==> config.mk <==
export PLATFORM = sky130hd
export DESIGN_NAME = uart_wb_bridge
export DESIGN_NICKNAME = d
export VERILOG_FILES = /design/src/rtl/uart_wb_bridge.sv
export SDC_FILE = /design/constraint.sdc
export NUM_CORES = 1
export LEC_CHECK = 0
export ABC_AREA = 0
export BUFFER_PORTS_ARGS = -buffer_cell sky130_fd_sc_hd__buf_2
export CORE_ASPECT_RATIO = 0.7
export CORE_UTILIZATION = 52
export CTS_CLUSTER_DIAMETER = 60
export DETAILED_ROUTE_END_ITERATION = 12
export PLACE_DENSITY = 0.86
export SYNTH_ARGS = -nofsm -noshare
export SYNTH_HDL_FRONTEND = slang
export SYNTH_SLANG_ARGS = --single-unit
==> constraint.sdc <==
create_clock -name clk -period 2.7 [get_ports clk]
set_input_delay 0.27 -clock clk [delete_from_list [all_inputs] [get_ports clk]]
set_output_delay 0.27 -clock clk [all_outputs]
set_load 0.01 [all_outputs]
==> src/rtl/uart_wb_bridge.sv <==
// Wishbone classic slave giving the bus a register view of UartTop:
// TX FIFO feeding the UART transmit handshake, RX holding register,
// status/control registers and a level interrupt.
module uart_wb_bridge #(
  parameter int TX_DEPTH = 16
) (
  input  logic        clk,
  input  logic        rst_n,
  input  logic        wb_cyc_i,
  input  logic        wb_stb_i,
  input  logic        wb_we_i,
  input  logic [1:0]  wb_adr_i,
  input  logic [31:0] wb_dat_i,
  output logic [31:0] wb_dat_o,
  output logic        wb_ack_o,
  output logic        irq,
  output logic [7:0]  uart_w_data,
  output logic        uart_valid,
  input  logic        uart_busy,
  input  logic [7:0]  uart_word,
  input  logic        uart_rxne,
  output logic        uart_rxne_clear
);

  localparam int PTR_W = $clog2(TX_DEPTH);
  localparam logic [PTR_W:0] FULL_CNT = (PTR_W+1)'(TX_DEPTH);

  typedef enum logic [1:0] {IDLE, SEND, WAIT} tx_state_t;
  typedef enum logic [1:0] {R_IDLE, R_CLR, R_DROP} rx_state_t;

  tx_state_t tx_state, tx_next;
  rx_state_t rx_state, rx_next;

  logic [7:0]       mem [TX_DEPTH];
  logic [PTR_W-1:0] wr_ptr, rd_ptr;
  logic [PTR_W:0]   count;
  logic [8:0]       cnt_ext;

  logic [7:0]  rx_byte;
  logic        rx_valid, rx_ovr, tx_ovf, rx_ie, tx_ie;
  logic        tx_full, tx_empty;
  logic        req, wr_tx, rd_rx, wr_ctrl, clr_flags, flush;
  logic        push, pop, capture, ovf_set, ovr_set;
  logic [31:0] rdata;
  logic        unused_bits;

  assign unused_bits = ^wb_dat_i[31:8];

  assign tx_full  = (count == FULL_CNT);
  assign tx_empty = (count == '0);
  assign cnt_ext  = 9'(count);

  // A transfer is taken on the cycle before ack; its side effects land with ack.
  assign req       = wb_cyc_i & wb_stb_i & ~wb_ack_o;
  assign wr_tx     = req &  wb_we_i & (wb_adr_i == 2'd0);
  assign rd_rx     = req & ~wb_we_i & (wb_adr_i == 2'd1);
  assign wr_ctrl   = req &  wb_we_i & (wb_adr_i == 2'd3);
  assign clr_flags = wr_ctrl & wb_dat_i[0];
  assign flush     = wr_ctrl & wb_dat_i[1];

  assign push    = wr_tx & ~tx_full;
  assign ovf_set = wr_tx &  tx_full;
  assign capture = (rx_state == R_IDLE) & uart_rxne;
  // A read landing in the capture cycle consumes the old byte, so no overrun.
  assign ovr_set = capture & rx_valid & ~rd_rx;

  assign uart_valid      = (tx_state == SEND);
  assign uart_rxne_clear = (rx_state == R_CLR);

  // Read-data mux for the addressed register.
  always_comb begin
    rdata = '0;
    case (wb_adr_i)
      2'd1: rdata[7:0]  = rx_byte;
      2'd2: rdata[15:0] = {cnt_ext[7:0], 2'b00, tx_ovf, uart_busy,
                           rx_ovr, rx_valid, tx_empty, tx_full};
      2'd3: rdata[3:0]  = {tx_ie, rx_ie, 2'b00};
      default: rdata = '0;
    endcase
  end

  // Bus acknowledge and registered read data.
  always_ff @(posedge clk or negedge rst_n) begin
    if (!rst_n) begin
      wb_ack_o <= 1'b0;
      wb_dat_o <= '0;
    end else begin
      wb_ack_o <= req;
      wb_dat_o <= (req && !wb_we_i) ? rdata : '0;
    end
  end

  // TX FIFO storage; contents need no reset since count gates every read.
  always_ff @(posedge clk) begin
    if (push) mem[wr_ptr] <= wb_dat_i[7:0];
  end

  // TX FIFO pointers and occupancy; flush wins over same-cycle push/pop.
  always_ff @(posedge clk or negedge rst_n) begin
    if (!rst_n) begin
      wr_ptr <= '0;
      rd_ptr <= '0;
      count  <= '0;
    end else if (flush) begin
      wr_ptr <= '0;
      rd_ptr <= '0;
      count  <= '0;
    end else begin
      if (push) wr_ptr <= wr_ptr + 1'b1;
      if (pop)  rd_ptr <= rd_ptr + 1'b1;
      case ({push, pop})
        2'b10:   count <= count + 1'b1;
        2'b01:   count <= count - 1'b1;
        default: count <= count;
      endcase
    end
  end

  // TX FSM next state: hand the head byte over, wait for busy, wait for idle.
  always_comb begin
    tx_next = tx_state;
    pop     = 1'b0;
    unique case (tx_state)
      IDLE: if (!tx_empty && !uart_busy) begin
        pop     = 1'b1;
        tx_next = SEND;
      end
      SEND:    if (uart_busy)  tx_next = WAIT;
      WAIT:    if (!uart_busy) tx_next = IDLE;
      default: tx_next = IDLE;
    endcase
  end

  // TX FSM state and the byte presented to the UART.
  always_ff @(posedge clk or negedge rst_n) begin
    if (!rst_n) begin
      tx_state    <= IDLE;
      uart_w_data <= '0;
    end else begin
      tx_state <= tx_next;
      if (pop) uart_w_data <= mem[rd_ptr];
    end
  end

  // RX FSM next state: capture, hold clear until RXNE drops, one quiet cycle.
  always_comb begin
    rx_next = rx_state;
    unique case (rx_state)
      R_IDLE:  if (uart_rxne)  rx_next = R_CLR;
      R_CLR:   if (!uart_rxne) rx_next = R_DROP;
      R_DROP:  rx_next = R_IDLE;
      default: rx_next = R_IDLE;
    endcase
  end

  // RX FSM state register.
  always_ff @(posedge clk or negedge rst_n) begin
    if (!rst_n) rx_state <= R_IDLE;
    else        rx_state <= rx_next;
  end

  // RX holding register, status flags and control bits; a set beats a clear.
  always_ff @(posedge clk or negedge rst_n) begin
    if (!rst_n) begin
      rx_byte  <= '0;
      rx_valid <= 1'b0;
      rx_ovr   <= 1'b0;
      tx_ovf   <= 1'b0;
      rx_ie    <= 1'b0;
      tx_ie    <= 1'b0;
    end else begin
      if (capture) rx_byte <= uart_word;
      if (capture)    rx_valid <= 1'b1;
      else if (rd_rx) rx_valid <= 1'b0;
      if (ovr_set)        rx_ovr <= 1'b1;
      else if (clr_flags) rx_ovr <= 1'b0;
      if (ovf_set)        tx_ovf <= 1'b1;
      else if (clr_flags) tx_ovf <= 1'b0;
      if (wr_ctrl) begin
        rx_ie <= wb_dat_i[2];
        tx_ie <= wb_dat_i[3];
      end
    end
  end

  // Registered interrupt line.
  always_ff @(posedge clk or negedge rst_n) begin
    if (!rst_n) irq <= 1'b0;
    else        irq <= (rx_ie & rx_valid) | (tx_ie & tx_empty & ~uart_busy);
  end

endmodule

==> impl_summary.txt <==
----------------------------------------------------
[Detailed routing]
  First DRT Iteration DRCs ... 397
  Total vias in the final route ... approximately 4100
  Total detailed-routing wirelength ... around 15000 um
  Vias/cell ... 5.87
  Residual antenna-violating net count after detailed routing ... 0
  Drt drc ... 0
  Number of iterations in the first detailed-routing pass ... 5
  Mean routed wirelength per cell ... about 22 um

[Placement]
  Dpl hpwl ... 9480 um
  Port Buffers ... 49
  Instance count after placement with tap cells included ... 658
  Routability congestion estimate from global placement ... roughly 0.89
  Placement Cell Area ... 7940 um2
  Setup slack at placement ... -0.0545 ns

[Synthesis]
  Number of synthesized flops with an enable pin ... 128
  Sequential-to-total area share from yosys stat ... around 70%
  Area of the mapped netlist ... 7520 um2
  Leading cell types by total area after synthesis ... sky130_fd_sc_hd__edfxtp_1 51%, sky130_fd_sc_hd__dfrtp_1 18%, sky130_fd_sc_hd__mux4_2 12%, sky130_fd_sc_hd__mux2_2 2.7%, sky130_fd_sc_hd__ha_1 2.0%
  Yosys warning total ... 0
  Async S/R FF share, synth ... 29.3%
  Portion of synthesized cell area occupied by the leading cell type ... 51.1%
  Cell taking the most area after synthesis ... sky130_fd_sc_hd__edfxtp_1
  Primary flip-flop cell chosen by synthesis mapping ... sky130_fd_sc_hd__edfxtp_1
  Synthesized area per cell ... 17.6 um2
  Netlist cell types ... 48
  Gate count after technology mapping ... 427
  Most frequent cell after synthesis ... sky130_fd_sc_hd__edfxtp_1
  Most frequent cells after synthesis ... 128 x sky130_fd_sc_hd__edfxtp_1, 53 x sky130_fd_sc_hd__dfrtp_1, 40 x sky130_fd_sc_hd__mux4_2
  Synthesis-stage register bit count ... 181

[Power]
  Worst IR drop on VDD ... 0.475 mV
  Seq pwr share ... 42.8%
  Power, Total ... 8.02 mW
  Switching Power ... about 2.2 mW
  Part of the total power dissipated in the clock network ... 31.0%
  Leakage dissipation ... 3.25 nW
  Internal power summed over all cells ... 5.79 mW
  Part of the total power dissipated in combinational logic ... 26.2%
  Power density over cell area ... between 900 and 1000 nW/um2
  Net switching share of the total power ... 27.9%

[STA]
  Total setup violations reported at the end of the flow ... 0
  Setup repair after global routing missed its margin ... no
  Worst slew margin ... 42.7%
  Final number of hold-violating endpoints ... 0
  Tmin final ... 2.62 ns
  Highest Clock Rate ... 0.382 GHz
  Tcrit/Tclk final ... around 97%
  Clock skew after layout ... ~0.0068 ns
  Total negative setup slack ... 0 ns
  Slew of the pin with the lowest slew margin ... 0.857 ns
  Final Max Tran Viols ... 0
  Post-layout worst setup margin ... 0.0829 ns
  Worst Hold Slack ... 0.0767 ns

[Floorplanning]
  Site row count ... 36
  Area inside the core boundary ... between 10000 and 15000 um2
  Die Wd ... ~150 um
  Die Y ... 103 um
  DIE AREA ... 15000 um2
  Starting density of the core ... 53.7%
  # IOs ... 93

[Worst setup path]
  Type of the worst setup path ... reg -> reg
  Worst Path Max Fanout ... 4
  Data required time of the critical path ... 3.06 ns
  Maximum cell stage delay along the critical path ... between 0.5 and 0.6 ns
  Crit path DAT ... 2.97 ns
  Critical path cell sequence ... or4_4 -> nand3_2 -> and2_4 -> xor2_1 -> ha_2 -> or3_2 -> a21oi_4 -> nand3_1 -> o311ai_0 -> and3_1
  Family with the most delay on the worst path ... simple AND/OR/NAND/NOR gates
  Sort of element at the end of the critical path ... flop
  Buffering stage count on the worst path with inverters included ... 0
  Critical Path Source Type ... flop
  Crit-path slowest cell ... sky130_fd_sc_hd__or4_4

[GRT]
  Global-route wire length before repair ... 23200 um
  Total global-route track usage ... 21.5%
  Initial antenna violation count ... 0
  Maximum number of pins on one net before global-route repair ... 36
  Via count of the first global-routing pass ... 4011
  Remaining global-route overflow ... 0

[Cells and area]
  Ant. Diodes ... 0
  Fraction of final layout cells sized beyond drive strength 1 ... 32.9%
  Count of fill cells added during filler insertion ... 956
  Final Core Density ... 61.5%
  Final std cells w/o fill ... 692
  Design Area, Final ... 8610 um2
  Growth of design area from synthesis to finish ... 14.4%
  Fin nets ... 551

[Worst hold path]
  Worst min path class ... in -> reg

[Clock tree]
  Clk sinks ... 181
  Cts bufs inserted ... 17
  Clock network latency to the later pin of the worst-skew pair ... 0.43 ns
  Maximum number of buffers from clock root to sink ... 2
  H-tree Lvls ... 4
  Clock tree from TritonCTS ... built
  Clk slew on worst S/H paths ... about 0.060 ns
  CTS Root Cell ... sky130_fd_sc_hd__clkbuf_16

[Flow run]
  Number of max-cap violations ... 0

[Outcome]
  Outcome ... finished clean

----------------------------------------------------
-- layout by cell type, fill, tap and decap left out, types with 5 or more instances in the layout --
| cell type | instances |
|---|---|
| sky130_fd_sc_hd__buf_4 | 13 |
| sky130_fd_sc_hd__mux2_2 | 18 |
| sky130_fd_sc_hd__ha_1 | 11 |
| sky130_fd_sc_hd__edfxtp_1 | 128 |
| sky130_fd_sc_hd__buf_2 | 49 |
| sky130_fd_sc_hd__mux4_2 | 40 |
| sky130_fd_sc_hd__nand2_1 | 12 |
| sky130_fd_sc_hd__conb_1 | 19 |
| sky130_fd_sc_hd__and3_1 | 9 |
| sky130_fd_sc_hd__inv_1 | 7 |
| sky130_fd_sc_hd__dfrtp_1 | 51 |
| sky130_fd_sc_hd__xor2_1 | 6 |
| sky130_fd_sc_hd__clkbuf_16 | 17 |
| sky130_fd_sc_hd__nor2_1 | 28 |
| sky130_fd_sc_hd__nor2b_1 | 5 |
| sky130_fd_sc_hd__and2_1 | 12 |
-- flip-flops by register name, summed over array words and instances (netlist names) --
register / count
irq: 1
count: 5
wb_dat_o: 13
rx_valid: 1
tx_ie: 1
tx_ovf: 1
mem: 128
tx_state: 2
uart_w_data: 8
rx_ie: 1
wr_ptr: 4
wb_ack_o: 1
rx_byte: 8
rx_ovr: 1
rd_ptr: 4
rx_state: 2
-- area by class of cell --
class	instances	area (um2)	area share (%)
sequential	181	5170	60.1
tap	190	238	2.76
clock inverter	13	164	1.90
inverter	7	26.3	0.305
timing repair buffer	65	383	4.45
multi-input combinational	218	2200	25.5
clock buffer	18	429	4.99
-- repair_timing --
action | in CTS | in global routing
hold buffers | 2 | 0
pin swaps | 2 | 2
gates resized for setup | 6 | 4
setup endpoints to repair | 1 | 2
buffers inserted | 1 | 0
gates cloned | 0 | 0
endpoints found under the hold margin | 29 | 0
-- power by group through the flow --
| stage | combinational [mW] | sequential, mW | clock [mW] |
|---|---|---|---|
| 3_5_place_dp | 1.99 | 3.48 | 0 |
| 2_1_floorplan | 1.48 | 3.41 | 0 |
| 6_report | 2.10 | 3.44 | 2.48 |
| 4_1_cts | 2.09 | 3.44 | 2.51 |
| 3_3_place_gp | 1.90 | 3.46 | 0 |
| 5_1_grt | 2.26 | 3.47 | 2.61 |
-- layer usage --
metal | wire length, um | track usage [%] | share of wire, %
met3 | 1300 | 5.75 | 8.7
met2 | 7180 | 34.3 | 48
met1 | 6250 | 29.4 | 42
met5 | 0 | 0 | 0
met4 | 222 | 7.13 | 1.5
-- path summary, 6_finish.rpt --
| check | slack (ns) | startpoint | cells past startpoint | to |
|---|---|---|---|---|
| setup / recovery | 0.08 | count[2] | 10 | count[4] |
| hold / removal | 0.08 | uart_word[5] | 2 | rx_byte[5] |
| setup reg to reg | 0.08 | count[2] | 10 | count[4] |
| hold reg to reg | 0.44 | rx_state[1] | 1 | rx_state[0] |
| max in group asynchronous | 1.60 | rst_n | 3 | wb_dat_o[2] |
| min in group asynchronous | 0.43 | rst_n | 2 | uart_w_data[4] |
-- cells by family after synthesis --
logic type                 Yosys count  synth area share (%)
AOI/OAI and AO/OA                   24                  2.66
muxes                               61                  15.1
DFF                                181                  68.7
and+or+nand+nor                     92                  6.70
adders and majority gates           12                  2.00
xor gates and xnor gates            10                  1.16
buffers and inverters               46                  3.64
other                                1                0.0498
(Power assumes the default switching activity.)
